### config.mk
export PLATFORM = sky130hd
export DESIGN_NAME = alu_ctrl
export DESIGN_NICKNAME = d
export VERILOG_FILES = /design/src/rtl/alu_pkg.sv /design/src/rtl/alu_ctrl_rf.sv /design/src/rtl/alu_ctrl.sv
export SDC_FILE = /design/constraint.sdc
export NUM_CORES = 1
export LEC_CHECK = 0
export ABC_AREA = 1
export BUFFER_PORTS_ARGS = -buffer_cell sky130_fd_sc_hd__buf_2
export CAP_MARGIN = 20
export CORE_MARGIN = 2
export CORE_UTILIZATION = 45
export DETAILED_ROUTE_END_ITERATION = 12
export PLACE_DENSITY = 0.7
export SLEW_MARGIN = 30
export SYNTH_ARGS = -nofsm -noshare
export SYNTH_HDL_FRONTEND = slang
export SYNTH_SLANG_ARGS = --single-unit
### constraint.sdc
create_clock -name clk -period 1.55 [get_ports clk]
set_clock_uncertainty 0.15 [all_clocks]
set_input_delay 0.31 -clock clk [delete_from_list [all_inputs] [get_ports clk]]
set_output_delay 0.31 -clock clk [all_outputs]
set_load 0.1 [all_outputs]
### src/rtl/alu_pkg.sv
// Shared definitions for the ALU controller: opcode constants, FSM states and flag bit positions.
package alu_pkg;

  localparam logic [2:0] OP_ADD    = 3'b000;
  localparam logic [2:0] OP_ADDSUB = 3'b001;
  localparam logic [2:0] OP_NOT    = 3'b010;
  localparam logic [2:0] OP_AND    = 3'b011;
  localparam logic [2:0] OP_OR     = 3'b100;
  localparam logic [2:0] OP_XOR    = 3'b101;
  localparam logic [2:0] OP_LT     = 3'b110;
  localparam logic [2:0] OP_EQ     = 3'b111;

  typedef enum logic [1:0] {
    ST_IDLE = 2'd0,
    ST_EXEC = 2'd1,
    ST_RESP = 2'd2
  } state_t;

  localparam int FLAG_C = 2;
  localparam int FLAG_Z = 1;
  localparam int FLAG_V = 0;

endpackage

### src/rtl/alu_ctrl_rf.sv
// 4x4-bit register file: two combinational read ports, one synchronous write port,
// asynchronous reset of every entry to RF_RESET.
module alu_ctrl_rf #(
  parameter logic [3:0] RF_RESET = 4'h0
) (
  input  logic       clk,
  input  logic       rst_n,
  input  logic       we,
  input  logic [1:0] waddr,
  input  logic [3:0] wdata,
  input  logic [1:0] raddr_a,
  output logic [3:0] rdata_a,
  input  logic [1:0] raddr_b,
  output logic [3:0] rdata_b
);

  logic [3:0] mem_r [4];

  // Storage array with single write port
  always_ff @(posedge clk or negedge rst_n) begin
    if (!rst_n) begin
      for (int i = 0; i < 4; i++) begin
        mem_r[i] <= RF_RESET;
      end
    end else if (we) begin
      mem_r[waddr] <= wdata;
    end
  end

  assign rdata_a = mem_r[raddr_a];
  assign rdata_b = mem_r[raddr_b];

endmodule

### src/rtl/alu_ctrl.sv
// Sequencer in front of an external 4-bit ALU: accepts a command, drives the ALU for one
// cycle, writes the result back and presents it. Optional load-immediate: ALU_CTRL_LOADI_EN.
module alu_ctrl
  import alu_pkg::*;
#(
  parameter logic [3:0] RF_RESET = 4'h0
) (
  input  logic       clk,
  input  logic       rst_n,
  input  logic       cmd_valid,
  output logic       cmd_ready,
  input  logic [2:0] cmd_op,
  input  logic       cmd_sub,
  input  logic [1:0] cmd_rd,
  input  logic [1:0] cmd_rs1,
  input  logic [1:0] cmd_rs2,
  input  logic       cmd_load,
  input  logic [3:0] cmd_imm,
  output logic [2:0] alu_op,
  output logic       alu_c,
  output logic [3:0] alu_x,
  output logic [3:0] alu_y,
  input  logic [3:0] alu_s,
  input  logic       alu_cout,
  input  logic       alu_zero,
  input  logic       alu_ovf,
  output logic       rsp_valid,
  input  logic       rsp_ready,
  output logic [3:0] rsp_data,
  output logic [2:0] rsp_flags
);

  state_t     state_r, state_s;
  logic       cmd_ready_r, rsp_valid_r;
  logic [2:0] alu_op_r;
  logic       alu_c_r;
  logic [3:0] alu_x_r, alu_y_r;
  logic [1:0] rd_r;
  logic [3:0] rsp_data_r;
  logic [2:0] flags_r;
  logic [3:0] rs1_val_s, rs2_val_s, wr_data_s, exec_imm_s;
  logic       accept_s, finish_s, cmd_is_load_s, exec_load_s;

  assign accept_s = (state_r == ST_IDLE) && cmd_valid;
  assign finish_s = (state_r == ST_EXEC);

`ifdef ALU_CTRL_LOADI_EN
  logic       load_r;
  logic [3:0] imm_r;

  // Immediate path captured alongside the command
  always_ff @(posedge clk or negedge rst_n) begin
    if (!rst_n) begin
      load_r <= 1'b0;
      imm_r  <= 4'h0;
    end else if (accept_s) begin
      load_r <= cmd_load;
      imm_r  <= cmd_imm;
    end
  end

  assign cmd_is_load_s = cmd_load;
  assign exec_load_s   = load_r;
  assign exec_imm_s    = imm_r;
`else
  logic unused_loadi_s;
  assign unused_loadi_s = ^{cmd_load, cmd_imm};
  assign cmd_is_load_s  = 1'b0;
  assign exec_load_s    = 1'b0;
  assign exec_imm_s     = 4'h0;
`endif

  alu_ctrl_rf #(.RF_RESET(RF_RESET)) u_rf (
    .clk     (clk),
    .rst_n   (rst_n),
    .we      (finish_s),
    .waddr   (rd_r),
    .wdata   (wr_data_s),
    .raddr_a (cmd_rs1),
    .rdata_a (rs1_val_s),
    .raddr_b (cmd_rs2),
    .rdata_b (rs2_val_s)
  );

  // Write-back value: immediate for a load, ALU sum otherwise
  always_comb begin
    wr_data_s = alu_s;
    if (exec_load_s) begin
      wr_data_s = exec_imm_s;
    end else begin
      wr_data_s = alu_s;
    end
  end

  // FSM next state
  always_comb begin
    state_s = state_r;
    case (state_r)
      ST_IDLE: begin
        if (cmd_valid) state_s = ST_EXEC;
        else           state_s = ST_IDLE;
      end
      ST_EXEC: state_s = ST_EXEC == state_r ? ST_RESP : ST_IDLE;
      ST_RESP: begin
        if (rsp_ready) state_s = ST_IDLE;
        else           state_s = ST_RESP;
      end
      default: state_s = ST_IDLE;
    endcase
  end

  // FSM state and handshake outputs, registered from the next state
  always_ff @(posedge clk or negedge rst_n) begin
    if (!rst_n) begin
      state_r     <= ST_IDLE;
      cmd_ready_r <= 1'b1;
      rsp_valid_r <= 1'b0;
    end else begin
      state_r     <= state_s;
      cmd_ready_r <= (state_s == ST_IDLE);
      rsp_valid_r <= (state_s == ST_RESP);
    end
  end

  // Command capture, ALU drive for the EXEC cycle, response and flag registers
  always_ff @(posedge clk or negedge rst_n) begin
    if (!rst_n) begin
      alu_op_r   <= 3'b000;
      alu_c_r    <= 1'b0;
      alu_x_r    <= 4'h0;
      alu_y_r    <= 4'h0;
      rd_r       <= 2'b00;
      rsp_data_r <= 4'h0;
      flags_r    <= 3'b000;
    end else if (accept_s) begin
      rd_r <= cmd_rd;
      if (cmd_is_load_s) begin
        alu_op_r <= 3'b000;
        alu_c_r  <= 1'b0;
        alu_x_r  <= 4'h0;
        alu_y_r  <= 4'h0;
      end else begin
        alu_op_r <= cmd_op;
        alu_c_r  <= cmd_sub;
        alu_x_r  <= rs1_val_s;
        alu_y_r  <= rs2_val_s;
      end
    end else if (finish_s) begin
      alu_op_r   <= 3'b000;
      alu_c_r    <= 1'b0;
      alu_x_r    <= 4'h0;
      alu_y_r    <= 4'h0;
      rsp_data_r <= wr_data_s;
      if (!exec_load_s) begin
        flags_r[FLAG_C] <= alu_cout;
        flags_r[FLAG_Z] <= alu_zero;
        flags_r[FLAG_V] <= alu_ovf;
      end
    end
  end

  assign cmd_ready = cmd_ready_r;
  assign rsp_valid = rsp_valid_r;
  assign rsp_data  = rsp_data_r;
  assign rsp_flags = flags_r;
  assign alu_op    = alu_op_r;
  assign alu_c     = alu_c_r;
  assign alu_x     = alu_x_r;
  assign alu_y     = alu_y_r;

endmodule

==> out/qor.csv <==
stage,metric,value,unit
global_routing,grt ovf,0,
global_routing,first-pass GRT wire length,6.54,mm
routing,DR DRC count,0,
final_layout,Final nets,283,
final_layout,"most common cell after layout, fill and taps aside",nand2_1,
clock_tree,H-tree depth,2,
global_routing,initial antenna violation count,0,
timing,Worst Max-Slew Pin Slew,0.482,ns
logic_synthesis,"Cell Area, Synth",0.00182,mm^2
clock_tree,Clock Latency Late Sink,0.29,ns
logic_synthesis,Synthesis Warnings,0,
hold_path,worst min-delay path class,in -> reg,
worst_setup_path,R2R setup slack,0.14,ns
timing,"Period Utilization, post-route",96.3,%
final_layout,# diodes,0,
clock_tree,total CTS buffers,5,
worst_setup_path,Worst EP arrival,1.03,ns
logic_synthesis,Syn Area/Cell,8.77,um^2
routing,drt first pass iters,4,
logic_synthesis,synthesized instance count,208,
routing,Antenna Nets Post-Route,0,
final_layout,fin area,0.00245,mm^2
final_layout,Finished Layout Cells,308,
logic_synthesis,Mapped Nets,234,
worst_setup_path,Slowest cell on crit path,buf_2,
clock_tree,Post-CTS Setup Inserts,0,
worst_setup_path,critical-path cell list,buf_2,
routing,final WL,3.84,mm
routing,via count,1508,
routing,WL/cell,12.5,um
timing,final hold viol count,0,
global_routing,largest net degree at the start of global routing,27,
timing,Fmax,670,MHz
worst_setup_path,Critical Path Start Type,flip-flop,
timing,setup TNS,0,ns
placement,DP Area,0.00229,mm^2
worst_setup_path,worst setup path class,reg -> out,
clock_tree,Max Buffers Root-to-Sink,2,
logic_synthesis,Yosys reg bits,41,
clock_tree,Worst-path clk slew,0.07,ns
timing,Rel. slew slack,68.1,%
final_layout,Layout area overhead,34.6,%
worst_setup_path,crit path max fanout,1,
logic_synthesis,"Seq/Total Area, Yosys",56.3,%
timing,final setup vio count,0,
placement,Post-DP HPWL,2.83,mm
logic_synthesis,synth unique cells,17,
clock_tree,CTS tree,yes,
worst_setup_path,"CP delay by family, top",buffers and inverters,
status,status,"complete, no violations",
clock_tree,clock root buffer,clkbuf_8,
global_routing,gr usage total,19.5,%
timing,Tmin final,1.49,ns
routing,Vias/cell,4.90,
floorplan,Site Rows,23,
routing,1st-iter DRT viols,75,
flow_run,Max-Cap Viols,0,
worst_setup_path,CP max stage delay,0.41,ns
placement,port bufs,41,
placement,Cells after DPL,299,
placement,gpl congestion,0.874,
floorplan,die height,67.7,um
final_layout,"commonest non-fill, non-tap cells in the layout","nand2_1, dfrtp_1, nand3_1",
floorplan,die area,0.00458,mm^2
floorplan,CORE AREA,0.00394,mm^2
worst_setup_path,Setup crit end kind,output port,
worst_setup_path,CP bufs+invs,1,
timing,Hold Worst Slack,0.0649,ns
clock_tree,CTS sink count,41,
timing,Pins Over Slew Limit,0,
floorplan,Die W,67.7,um
floorplan,I/O pins,47,
timing,RSZ-0062 raised after global routing,no,
floorplan,initial core utilization,46.3,%
global_routing,vias in the first global route,1480,
worst_setup_path,critical path required time,1.09,ns
final_layout,layout cell share with drive strength beyond 1,27.1,%
area by class of cell:
type                       count  area, um^2
clock buffer                   5        68.8
clock inverter                 3        65.1
fill                         355        1490
inverter                      13        48.8
multi-input combinational    148         697
sequential                    41        1030
tap                           50        62.6
timing repair buffer          48         485
per-layer routing:
metal  vias to the layer above  GRT usage, %  share of wire, %
met4                         0          7.40              0.99
met5                         -             0                 0
met1                       685          22.6                44
li1                        773             -                 -
met3                         4          6.00               6.7
met2                        46          33.6                48
metrics by stage:
step	worst slack (ns)	utilization [%]
after floorplan	0.192	-
after global placement	0.178	58.0
after detailed placement	0.168	58.0
after CTS	0.00861	61.8
after global routing	0.0147	62.3
final	0.0579	62.3
state kept, by name (all words and copies together) (netlist names), 2 cells and up:
signal,cells
alu_op,3
alu_x,4
alu_y,4
rd_r,2
rsp_data,4
rsp_flags,3
state_r,2
u_rf.mem_r,16
what timing repair did:
item / CTS / global route
hold buffers: 1 / 0
endpoints found under the setup margin: 2 / 7
hold endpoints to repair: 14 / 0
resized for setup: 2 / 7
cell families after synthesis:
logic type / after synthesis / share of synthesized area [%]
AND/OR/NAND/NOR: 124 / 30.8
flip-flops: 41 / 56.3
AO/OA/AOI/OAI: 24 / 7.41
buffers and inverters: 19 / 5.49
Yosys cell counts:
cell / n / share of area [%]
buf_2: 2 / 0.55
buf_6: 3 / 1.9
clkbuf_4: 1 / 0.41
dfrtp_1: 40 / 55
dfstp_2: 1 / 1.4
inv_1: 10 / 2.1
inv_2: 3 / 0.62
nand2_1: 80 / 16
nand2_2: 1 / 0.34
nand3_1: 36 / 9.9
nand3_2: 4 / 2.2
nor2_1: 1 / 0.21
nor2_4: 1 / 0.62
nor2_8: 1 / 1.1
o21ai_0: 18 / 4.9
o21ai_1: 2 / 0.55
o21ai_2: 4 / 1.9
tightest hold or removal path: cells and delay by family:
family / cells / cell delay (ns)
buf+inv: 1 / 0.07
simple gates: 2 / 0.09
worst paths after layout:
| kind | start | to | depth (start not counted) |
|---|---|---|---|
| min in group asynchronous | rst_n | rsp_flags[0]$_DFFE_PN0P_ | 2 |
| worst max-delay path | rsp_valid$_DFF_PN0_ | rsp_valid | 1 |
| worst max register to register | state_r[1]$_DFF_PN0_ | u_rf.mem_r[3]$_DFFE_PN0P_ | 5 |
| worst min-delay path | alu_zero | rsp_flags[1]$_DFFE_PN0P_ | 3 |
| max in group asynchronous | rst_n | rd_r[0]$_DFFE_PN0P_ | 3 |
| worst min register to register | rsp_flags[1]$_DFFE_PN0P_ | rsp_flags[1]$_DFFE_PN0P_ | 2 |
Power is left out: the tool's default activity adds up to more than one toggle a clock period on the data nets, which glitch-free logic cannot reach.
